<file path="src/rtl/led_bar_level_encoder.sv">
// Thermometer LED-bar to level encoder: 2-FF sync, debounce, validate, encode.
// i_level_bar in; o_level (0..4), o_valid change strobe, o_error illegal code.
module led_bar_level_encoder #(
  parameter int DEBOUNCE_CYCLES = 100000,
  parameter int CNT_W           = 17
) (
  input  logic       i_clk,
  input  logic       i_reset_n,
  input  logic [3:0] i_level_bar,
  output logic [2:0] o_level,
  output logic       o_valid,
  output logic       o_error
);

  typedef enum logic [1:0] {
    IDLE   = 2'd0,
    SETTLE = 2'd1,
    COMMIT = 2'd2
  } state_t;

  localparam logic [CNT_W-1:0] CNT_LAST =
    CNT_W'(DEBOUNCE_CYCLES - 1);
  localparam logic [CNT_W-1:0] CNT_ONE = CNT_W'(1);

  logic [3:0]       meta;
  logic [3:0]       sync;

  state_t           state;
  state_t           state_nx;
  logic [3:0]       cand;
  logic [3:0]       cand_nx;
  logic [CNT_W-1:0] cnt;
  logic [CNT_W-1:0] cnt_nx;

  logic             code_ok;
  logic [2:0]       code_lvl;

  logic [2:0]       lvl_nx;
  logic             valid_nx;
  logic             err_nx;

  always_ff @(posedge i_clk or negedge i_reset_n) begin
    if (!i_reset_n) begin
      meta <= 4'b0000;
      sync <= 4'b0000;
    end else begin
      meta <= i_level_bar;
      sync <= meta;
    end
  end

  always_ff @(posedge i_clk or negedge i_reset_n) begin
    if (!i_reset_n) begin
      state <= IDLE;
      cand  <= 4'b0000;
      cnt   <= '0;
    end else begin
      state <= state_nx;
      cand  <= cand_nx;
      cnt   <= cnt_nx;
    end
  end

  always_comb begin
    state_nx = state;
    cand_nx  = cand;
    cnt_nx   = cnt;
    unique case (state)
      IDLE: begin
        if (sync != cand) begin
          cand_nx  = sync;
          cnt_nx   = '0;
          state_nx = SETTLE;
        end
      end
      SETTLE: begin
        if (sync != cand) begin
          cand_nx = sync;
          cnt_nx  = '0;
        end else if (cnt == CNT_LAST) begin
          state_nx = COMMIT;
        end else begin
          cnt_nx = cnt + CNT_ONE;
        end
      end
      COMMIT: begin
        state_nx = IDLE;
      end
      default: begin
        state_nx = IDLE;
      end
    endcase
  end

  always_comb begin
    code_ok  = 1'b1;
    code_lvl = 3'd0;
    unique case (1'b1)
      (cand == 4'b0000): code_lvl = 3'd0;
      (cand == 4'b0001): code_lvl = 3'd1;
      (cand == 4'b0011): code_lvl = 3'd2;
      (cand == 4'b0111): code_lvl = 3'd3;
      (cand == 4'b1111): code_lvl = 3'd4;
      default:           code_ok  = 1'b0;
    endcase
  end

  // Level holds on an illegal code; the strobe
  // fires only when the committed value moves.
  always_comb begin
    lvl_nx   = o_level;
    valid_nx = 1'b0;
    err_nx   = o_error;
    if (state == COMMIT) begin
      if (code_ok) begin
        err_nx = 1'b0;
        if (code_lvl != o_level) begin
          lvl_nx   = code_lvl;
          valid_nx = 1'b1;
        end
      end else begin
        err_nx = 1'b1;
      end
    end
  end

  always_ff @(posedge i_clk or negedge i_reset_n) begin
    if (!i_reset_n) begin
      o_level <= 3'd0;
      o_valid <= 1'b0;
      o_error <= 1'b0;
    end else begin
      o_level <= lvl_nx;
      o_valid <= valid_nx;
      o_error <= err_nx;
    end
  end

endmodule

</file>
<file path="config.mk">
export PLATFORM = sky130hd
export DESIGN_NAME = led_bar_level_encoder
export DESIGN_NICKNAME = d
export VERILOG_FILES = /design/src/rtl/led_bar_level_encoder.sv
export SDC_FILE = /design/constraint.sdc
export NUM_CORES = 1
export LEC_CHECK = 0
export CAP_MARGIN = 10
export CORE_ASPECT_RATIO = 0.5
export CORE_MARGIN = 4
export CORE_UTILIZATION = 50
export CTS_CLUSTER_SIZE = 30
export DETAILED_ROUTE_END_ITERATION = 8
export GPL_ROUTABILITY_DRIVEN = 0
export PLACE_DENSITY = 0.71
export RECOVER_POWER = 25
export SYNTH_ARGS = -nofsm -noshare
export SYNTH_HDL_FRONTEND = slang
export SYNTH_SLANG_ARGS = --single-unit
</file>
<file path="constraint.sdc">
create_clock -name i_clk -period 1.6 [get_ports i_clk]
set_input_delay 0.48 -clock i_clk [delete_from_list [all_inputs] [get_ports i_clk]]
set_output_delay 0.48 -clock i_clk [all_outputs]
set_load 0.01 [all_outputs]
</file>
==> metrics, run 1 <==
status=finished, violations left; violated checks=negative setup slack; CP Max Fanout=5; Setup violations, final=3; antenna-violating nets left=0; Worst-Margin Slew=0.880 ns; VDD IR-drop max=between 0.5 and 0.6 mV; 1st-pass router iterations=4; reg-to-reg startpoint=cand[2]; drt initial violations=between 70 and 80; CP Launch Type=flop; Reg2Reg Setup Slack=-0.08 ns; crit end category=flop; R2R depth=5; min Tclk post-route=roughly 1.7 ns; GRT overflow=0; Critical Path Stages=5; Yosys top cell area share=54.3%; GRT Resource Usage Total=18.7%; worst min path class=flop to flop; IO Port Bufs=10; H-Tree Depth=2; IO Pins=11; min-delay src=meta[3]; Vert. Die Dim=approximately 50 um; hold path depth=0; reg-to-reg endpoint=o_level[1]; Worst path max stage delay=around 0.45 ns; DRC Markers=0; CTS Buffer Depth=2; WL final=~3700 um; Final period util=105%; Arrival @ worst endpoint=roughly 1.9 ns; Final Hold Viols=0; synthesized area=about 1700 sq um; Post-Synthesis Cells=around 150; RSZ-0062 raised after global routing=yes; vias per cell=about 5.4; synth top area cells=dfrtp_1, xnor2_1, nor2_1; Die X=just under 90 um; clock latency on the worst-skew pair=~0.29 ns; Leakage=between 1 and 1.5 nW; top_reg_cell synth=dfrtp_1; Reg clk slew, reported paths=0.08 ns; Slew Limit Fails=0; clk root buf=clkbuf_8; cell taking the most area after synthesis=dfrtp_1; Crit-path slowest cell=dfrtp_2; Worst EP required=between 1.5 and 2 ns; nets@finish=around 220; Synth Register Bits=36; final core utilization=78.4%; Setup Crit Path Kind=flop to flop; Bufs and invs on worst path=0; post-synth net total=roughly 160; Syn Area/Cell=~11 sq um; core area=a little over 3000 sq um; Seq/Total Area, Yosys=between 50% and 60%; synth unique cells=37; warnings from Yosys=0; number of max-cap violations=0; share of layout cells above drive strength 1=43.2%; Wirelength per Cell=~15 um; Inserted Clock Buffers=5; critical path's top delay family=simple AND/OR/NAND/NOR gates; Row Count=14; antenna violations before repair=0; Initial Util=between 50 and 60%; vias=roughly 1400; Antenna diodes=0; Filler cells=a little under 200; asr flop ratio synth=100%; Max transition margin=41.4%; Fmax=a little under 600 MHz; CTS tree=yes; crit path cell chain=nor2b_4 -> nor4b_4 -> xnor2_2 -> a21boi_4 -> mux2_4; first-pass GRT wire length=about 6200 um; PnR Total Power=1.72 mW; CTS sink count=36; skew final=~0.0036 ns; vias in the first global route=roughly 1400; area grow syn2layout=45.7%; largest net degree at the start of global routing=37; worst hold path endpoint=sync[3]; worst setup margin=-0.0780 ns; CTS Hold Bufs=0; Post-synth EDFFs=0; Post-Route Setup TNS=-0.207 ns; power per standard cell area=between 700 and 800 nW/um^2; Die Footprint=between 4000 and 5000 sq um; Final HPWL DP=approximately 2500 um
==> cells by family (layout without fill, tap and decap cells) <==
group	after synthesis	count (layout)	share of synthesized area, %
compound gates	19	19	8.06
xor+xnor	15	15	7.91
fa+ha+maj	1	1	0.753
buf+inv	6	68	1.51
flops	36	36	54.3
mux	7	7	4.75
simple gates	67	67	22.8
==> synthesized netlist by cell type (all sizes together), types with 2 or more instances <==
library cell,count
dfrtp,36
nor2,20
nand2,10
xnor2,9
mux2,7
nand3,6
nand4,6
nor2b,6
o21ai,6
xor2,6
and4,4
inv,3
nand2b,3
nor4b,3
o31ai,3
buf,2
nor3,2
nor3b,2
nor4,2
o211ai,2
==> cells in the final DEF (no fill, tap or decap), types with 5 or more instances in the layout <==
master          n
mux2_2          5
nand2_1         8
dfrtp_1        33
nor2_1         19
clkbuf_8        5
dlygate4sd2_1   5
xnor2_2         5
buf_4          44
nand3_1         5
xor2_1          6
nand4_1         5
==> power breakdown <==
part	internal, mW	leakage, nW	total (mW)	switching, mW
clock network	0.303	0.0479	0.646	0.343
logic	0.0644	0.582	0.128	0.0641
registers	0.927	0.467	0.943	0.0159
==> worst max path at each step <==
stage / from / endpoint / slack, ns
6_report: cand[2] / o_level[1] / -0.08
5_1_grt: cand[1] / o_level[2] / -0.15
4_1_cts: cand[2] / o_level[2] / -0.05
3_5_place_dp: cand[1] / o_level[1] / -0.08
3_3_place_gp: cand[1] / o_level[1] / -0.01
2_1_floorplan: cnt[0] / cnt[10] / -0.007
==> layout make-up <==
cell class	instances	area [sq um]	share of cell area [%]
sequential	36	905	37.4
clock buffer	5	68.8	2.85
timing repair buffer	57	452	18.7
multi-input combinational	109	913	37.8
inverter	3	11.3	0.466
clock inverter	3	18.8	0.776
tap	40	50.0	2.07
==> sequential cells by signal (all words and copies together), names as in the netlist <==
signal   cells
sync         4
state        2
meta         4
o_level      3
o_error      1
cnt         17
o_valid      1
cand         4
==> metrics by stage <==
step	hold WS [ns]	setup slack (ns)	instance area, sq um	std cells
final	0.351	-0.0780	2420	253
after global routing	0.358	-0.154	2420	253
after CTS	0.352	-0.0487	2300	246
after detailed placement	0.335	-0.0821	2090	231
after global placement	0.331	-0.0121	2090	231
after floorplan	0.184	-0.00704	1700	151
==> metal layers <==
layer	GRT usage, %	vias to the layer above	share of wire (%)
met2	30.3	30	48
met3	5.93	10	4.8
li1	-	669	-
met5	0	-	0
met1	24.2	664	46
met4	4.95	0	1.8
==> what timing repair did <==
item / in CTS / in global routing
gates resized for setup: 19 / 19
endpoints found under the setup margin: 11 / 15
buffers inserted: 7 / 7
pin swaps: 6 / 18
(Power assumes the default switching activity.)
==> run 2: changes to the inputs <==
--- a/config.mk
+++ b/config.mk
@@ -5,9 +5,8 @@
 export SDC_FILE = /design/constraint.sdc
 export NUM_CORES = 1
 export LEC_CHECK = 0
-export CAP_MARGIN = 10
+export CAP_MARGIN = 5
 export CORE_ASPECT_RATIO = 0.5
-export CORE_MARGIN = 4
 export CORE_UTILIZATION = 50
 export CTS_CLUSTER_SIZE = 30
 export DETAILED_ROUTE_END_ITERATION = 8
==> run 2 against run 1 <==
Against the previous run: the flow still finishes with violations (negative setup slack); cell count shrank 3.2%; sequential power is 0.4% lower; design area decreased by 3.1%; sequential cell count unchanged; clock power rose by 24%; combinational power shrank 13%; sequential share of layout area increased by 1.1 points; global-route usage is 3.8 points higher; power up 7.7%; wire length shrank 1.5%; largest power group unchanged.
==> metrics, run 2 (synthesized netlist as in run 1, its figures left out) <==
nets@finish=211; CP Max Fanout=4; vias per cell=5.48; Worst-Margin Slew=around 0.84 ns; Final Hold Viols=0; largest register by flop count=cnt; IO Port Bufs=10; share of layout cells above drive strength 1=37.6%; Antenna diodes=0; Inserted Clock Buffers=5; Worst EP required=between 1.5 and 2 ns; first-pass GRT wire length=about 6000 um; Inst Count DP=232; Final Hold Slack=0.353 ns; VDD IR-drop max=a little over 0.6 mV; pre-CTS setup slack=-0.0906 ns; Leakage=about 1.0 nW; CP Launch Type=flop; min-delay src=meta[3]; crit path cell chain=nor2b_4 -> nor4b_4 -> xnor2_1 -> a21boi_2 -> mux2_4; Finished Cell Area=about 2300 sq um; Initial Util=53.9%; worst setup margin=-0.0816 ns; most frequent cells in the layout=buf_4, dfrtp_1, nor2_1; power per standard cell area=around 790 nW/um^2; CTS Hold Bufs=0; Final HPWL DP=between 2000 and 3000 um; antenna violations before repair=0; GRT Resource Usage Total=between 20% and 30%; crit end category=flop; Reg clk slew, reported paths=about 0.07 ns; clock latency on the worst-skew pair=0.29 ns; min Tclk post-route=1.68 ns; CTS Buffer Depth=2; number of max-cap violations=0; Finished Layout Cells=245; Die X=~83 um; H-Tree Depth=2; reg-to-reg startpoint=cand[1]; status=finished, violations left; Reg2Reg Setup Slack=-0.08 ns; Worst path max stage delay=roughly 0.42 ns; IO Pins=11; Max transition margin=between 40% and 50%; clk root buf=clkbuf_8; worst min path class=flop to flop; Crit-path slowest cell=dfrtp_1; Crit. Startpoint=cand[1]; Die Footprint=approximately 3600 sq um; RSZ-0062 raised after global routing=yes; Slew Limit Fails=0; core area=~3100 sq um; Final period util=105%; antenna-violating nets left=0; Arrival @ worst endpoint=1.86 ns; vias in the first global route=between 1000 and 1500; Setup violations, final=4; area grow syn2layout=41.1%; Row Count=14; largest net degree at the start of global routing=37; placed cell area=2100 sq um; Setup Crit Path Kind=flop to flop; GRT overflow=0; DRC Markers=0; skew final=0.00694 ns; Vert. Die Dim=between 40 and 50 um; CTS tree=yes; critical path's top delay family=simple AND/OR/NAND/NOR gates; vias=approximately 1300; final core utilization=between 70% and 80%; Wirelength per Cell=15.0 um; 1st-pass router iterations=4; violated checks=negative setup slack; Fmax=between 500 and 600 MHz; Bufs and invs on worst path=0; commonest non-fill, non-tap cell in the layout=buf_4; CTS sink count=36; WL final=about 3700 um; drt initial violations=60; max FFs per register=17
[run 2: report_power, final]
part           leakage (nW)  internal [mW]  switching, mW  total, mW
combinational         0.527         0.0524         0.0583      0.111
clock                0.0541          0.461          0.339      0.800
sequential            0.469          0.926         0.0130      0.939
total                  1.05           1.44          0.410       1.85
[run 2: through the flow]
stage / TNS [ns] / power (mW)
6_report: -0.199 / 1.85
5_1_grt: -0.961 / 1.92
4_1_cts: -0.128 / 1.87
3_5_place_dp: -0.185 / 1.06
3_3_place_gp: -0.0535 / 1.06
2_1_floorplan: -0.00704 / 0.996
[run 2: repair_timing]
action	4_1_cts	5_1_grt
pin swaps	7	1
endpoints found under the setup margin	12	13
setup buffers	3	2
resized for setup	20	9
endpoints found under the hold margin	0	0
[run 2: final cells by class]
| cell class | count | area (sq um) |
|---|---|---|
| clock buffer | 5 | 68.8 |
| multi-input combinational | 109 | 881 |
| tap | 40 | 50.0 |
| sequential | 36 | 902 |
| inverter | 3 | 11.3 |
| timing repair buffer | 49 | 388 |
| clock inverter | 3 | 42.5 |
| fill | 204 | 739 |
[run 2: path summary, 6_finish.rpt]
check / end / cells past startpoint
min in group asynchronous: cnt[0] / 2
setup / recovery: o_level[1] / 5
max in group asynchronous: cand[2] / 2
hold / removal: sync[3] / 0
setup reg to reg: o_level[1] / 5
hold reg to reg: sync[3] / 0
[run 2: worst register-to-register path: stages (launching register included)]
cell and delay [ns]:
dfrtp_1 0.42, nor2b_4 0.15, nor4b_4 0.31, xnor2_1 0.14, a21boi_2 0.24, mux2_4 0.32
[run 2: metal layers]
| layer | vias to the layer above | global-route usage (%) | part of all wire, % |
|---|---|---|---|
| met2 | 31 | 37.5 | 47 |
| li1 | 645 | - | - |
| met3 | 8 | 7.00 | 4.3 |
| met1 | 658 | 28.0 | 47 |
| met5 | - | 0 | 0 |
| met4 | 0 | 9.15 | 1.5 |
==> run 3: changes to the inputs <==
--- a/config.mk
+++ b/config.mk
@@ -5,13 +5,12 @@
 export SDC_FILE = /design/constraint.sdc
 export NUM_CORES = 1
 export LEC_CHECK = 0
-export CAP_MARGIN = 5
 export CORE_ASPECT_RATIO = 0.5
-export CORE_UTILIZATION = 50
+export CORE_UTILIZATION = 35
 export CTS_CLUSTER_SIZE = 30
 export DETAILED_ROUTE_END_ITERATION = 8
 export GPL_ROUTABILITY_DRIVEN = 0
-export PLACE_DENSITY = 0.71
+export PLACE_DENSITY = 0.53
 export RECOVER_POWER = 25
 export SYNTH_ARGS = -nofsm -noshare
 export SYNTH_HDL_FRONTEND = slang
==> run 3 against run 2 <==
Against the previous run: the flow still finishes with violations (negative setup slack); sequential power grew 0.5%; critical path type unchanged; critical path depth increased by 2; first-iteration DRC count fell by 32%; sequential share of layout area shrank 2.4 points.
==> metrics, run 3 (synthesized netlist as in run 1, its figures left out) <==
Worst EP required=approximately 1.8 ns; Worst-Margin Slew=0.903 ns; commonest non-fill, non-tap cell in the layout=buf_4; IO Pins=11; first-pass GRT wire length=6200 um; vias in the first global route=roughly 1300; drt initial violations=between 40 and 50; WL final=a little under 4000 um; 1st-pass router iterations=6; CP Max Fanout=3; Setup Crit Path Kind=flop to flop; skew final=roughly 0.010 ns; violated checks=negative setup slack; Slew Limit Fails=0; Final Hold Viols=0; Final period util=106%; H-Tree Depth=2; vias per cell=between 4 and 5; Leakage=approximately 1.1 nW; clock latency on the worst-skew pair=between 0.2 and 0.3 ns; placed cell area=about 2100 sq um; worst min path class=input pin to async pin; CP Launch Type=flop; antenna violations before repair=0; Wirelength per Cell=14.4 um; PnR Total Power=1.88 mW; Reg clk slew, reported paths=about 0.080 ns; Crit-path slowest cell=dfrtp_1; Die X=99.4 um; clk root buf=clkbuf_8; Arrival @ worst endpoint=about 1.9 ns; GRT overflow=0; Fmax=591 MHz; R2R depth=7; min Tclk post-route=around 1.7 ns; CTS Buffer Depth=2; most frequent cells in the layout=buf_4, dfrtp_1, nor2_1; final core utilization=56.1%; nets@finish=roughly 220; IO Port Bufs=10; reg-to-reg endpoint=o_level[2]; Max transition margin=between 30% and 40%; core area=around 4500 sq um; crit path cell chain=buf_6 -> buf_4 -> nor2b_1 -> o21ai_0 -> o21ai_1 -> a21boi_4 -> mux2_4; largest net degree at the start of global routing=23; Inserted Clock Buffers=5; worst setup margin=-0.0922 ns; DRC Markers=0; Die Footprint=around 5000 sq um; GRT Resource Usage Total=16.5%; area grow syn2layout=50.9%; power per standard cell area=749 nW/um^2; share of layout cells above drive strength 1=43.6%; Filler cells=between 300 and 400; Row Count=17; number of max-cap violations=0; CTS Hold Bufs=0; antenna-violating nets left=0; crit end category=flop; VDD IR-drop max=~0.35 mV; Antenna diodes=0; status=finished, violations left; vias=around 1300; Finished Cell Area=2510 sq um; Worst path max stage delay=roughly 0.41 ns; Final HPWL DP=~2600 um; CTS sink count=36; Initial Util=~37%; largest register by flop count=cnt; max FFs per register=17; Setup violations, final=4; reg-to-reg startpoint=cand[2]; CTS tree=yes; RSZ-0062 raised after global routing=yes; Reg2Reg Setup Slack=-0.09 ns; Vert. Die Dim=~50 um
run 3: area by class of cell:
cell class / count / area (sq um) / area share, %
clock buffers: 6 / 72.6 / 2.90
clock inverters: 2 / 35.0 / 1.40
inverters: 3 / 11.3 / 0.449
multi-input cells: 109 / 951 / 37.9
flip-flops and latches: 36 / 905 / 36.1
well taps: 57 / 71.3 / 2.85
repair buffers: 55 / 460 / 18.4
run 3: worst max path at each step:
stage,from,to,cells after the start
6_report,cand[2],o_level[2],7
5_1_grt,cand[1],o_level[2],5
4_1_cts,cand[2],o_level[1],5
3_5_place_dp,cand[1],o_level[2],5
3_3_place_gp,cand[1],o_level[1],5
2_1_floorplan,cnt[0],cnt[10],6
run 3: repair_timing:
item                                    CTS  global route
resized for setup                        13            34
cloned                                    0             0
endpoints found under the setup margin    9            15
pin swaps                                 6            10
setup buffers                             9             5
run 3: through the flow:
stage / setup TNS [ns] / worst slack (ns) / cells / hold WS [ns]
4_1_cts: -0.111 / -0.0396 / 263 / 0.107
5_1_grt: -0.587 / -0.166 / 268 / 0.350
6_report: -0.169 / -0.0922 / 268 / 0.289
2_1_floorplan: -0.00704 / -0.00704 / 151 / 0.184
3_5_place_dp: -0.260 / -0.128 / 246 / 0.335
3_3_place_gp: -0.0766 / -0.0309 / 246 / 0.333
run 3: power by group:
| part | switching (mW) | internal (mW) | leakage, nW |
|---|---|---|---|
| logic | 0.0670 | 0.0777 | 0.613 |
| clock network | 0.325 | 0.463 | 0.0552 |
| registers | 0.0169 | 0.927 | 0.466 |
| total | 0.409 | 1.47 | 1.13 |
run 3: worst max-delay path: cells and delay by family (launching register included):
family / cells / cell delay (ns)
flip-flops: 1 / 0.41
AND/OR/NAND/NOR: 1 / 0.18
buffers and inverters: 2 / 0.28
AO/OA/AOI/OAI: 3 / 0.39
multiplexers: 1 / 0.31
run 3: routing by layer:
layer	share of wire, %	vias up	GRT usage (%)	wire length, um
li1	-	653	-	-
met1	45	644	20.9	1730
met4	1.5	0	6.62	59
met5	0	-	0	0
met3	3.1	8	4.18	121
met2	50	20	27.5	1950
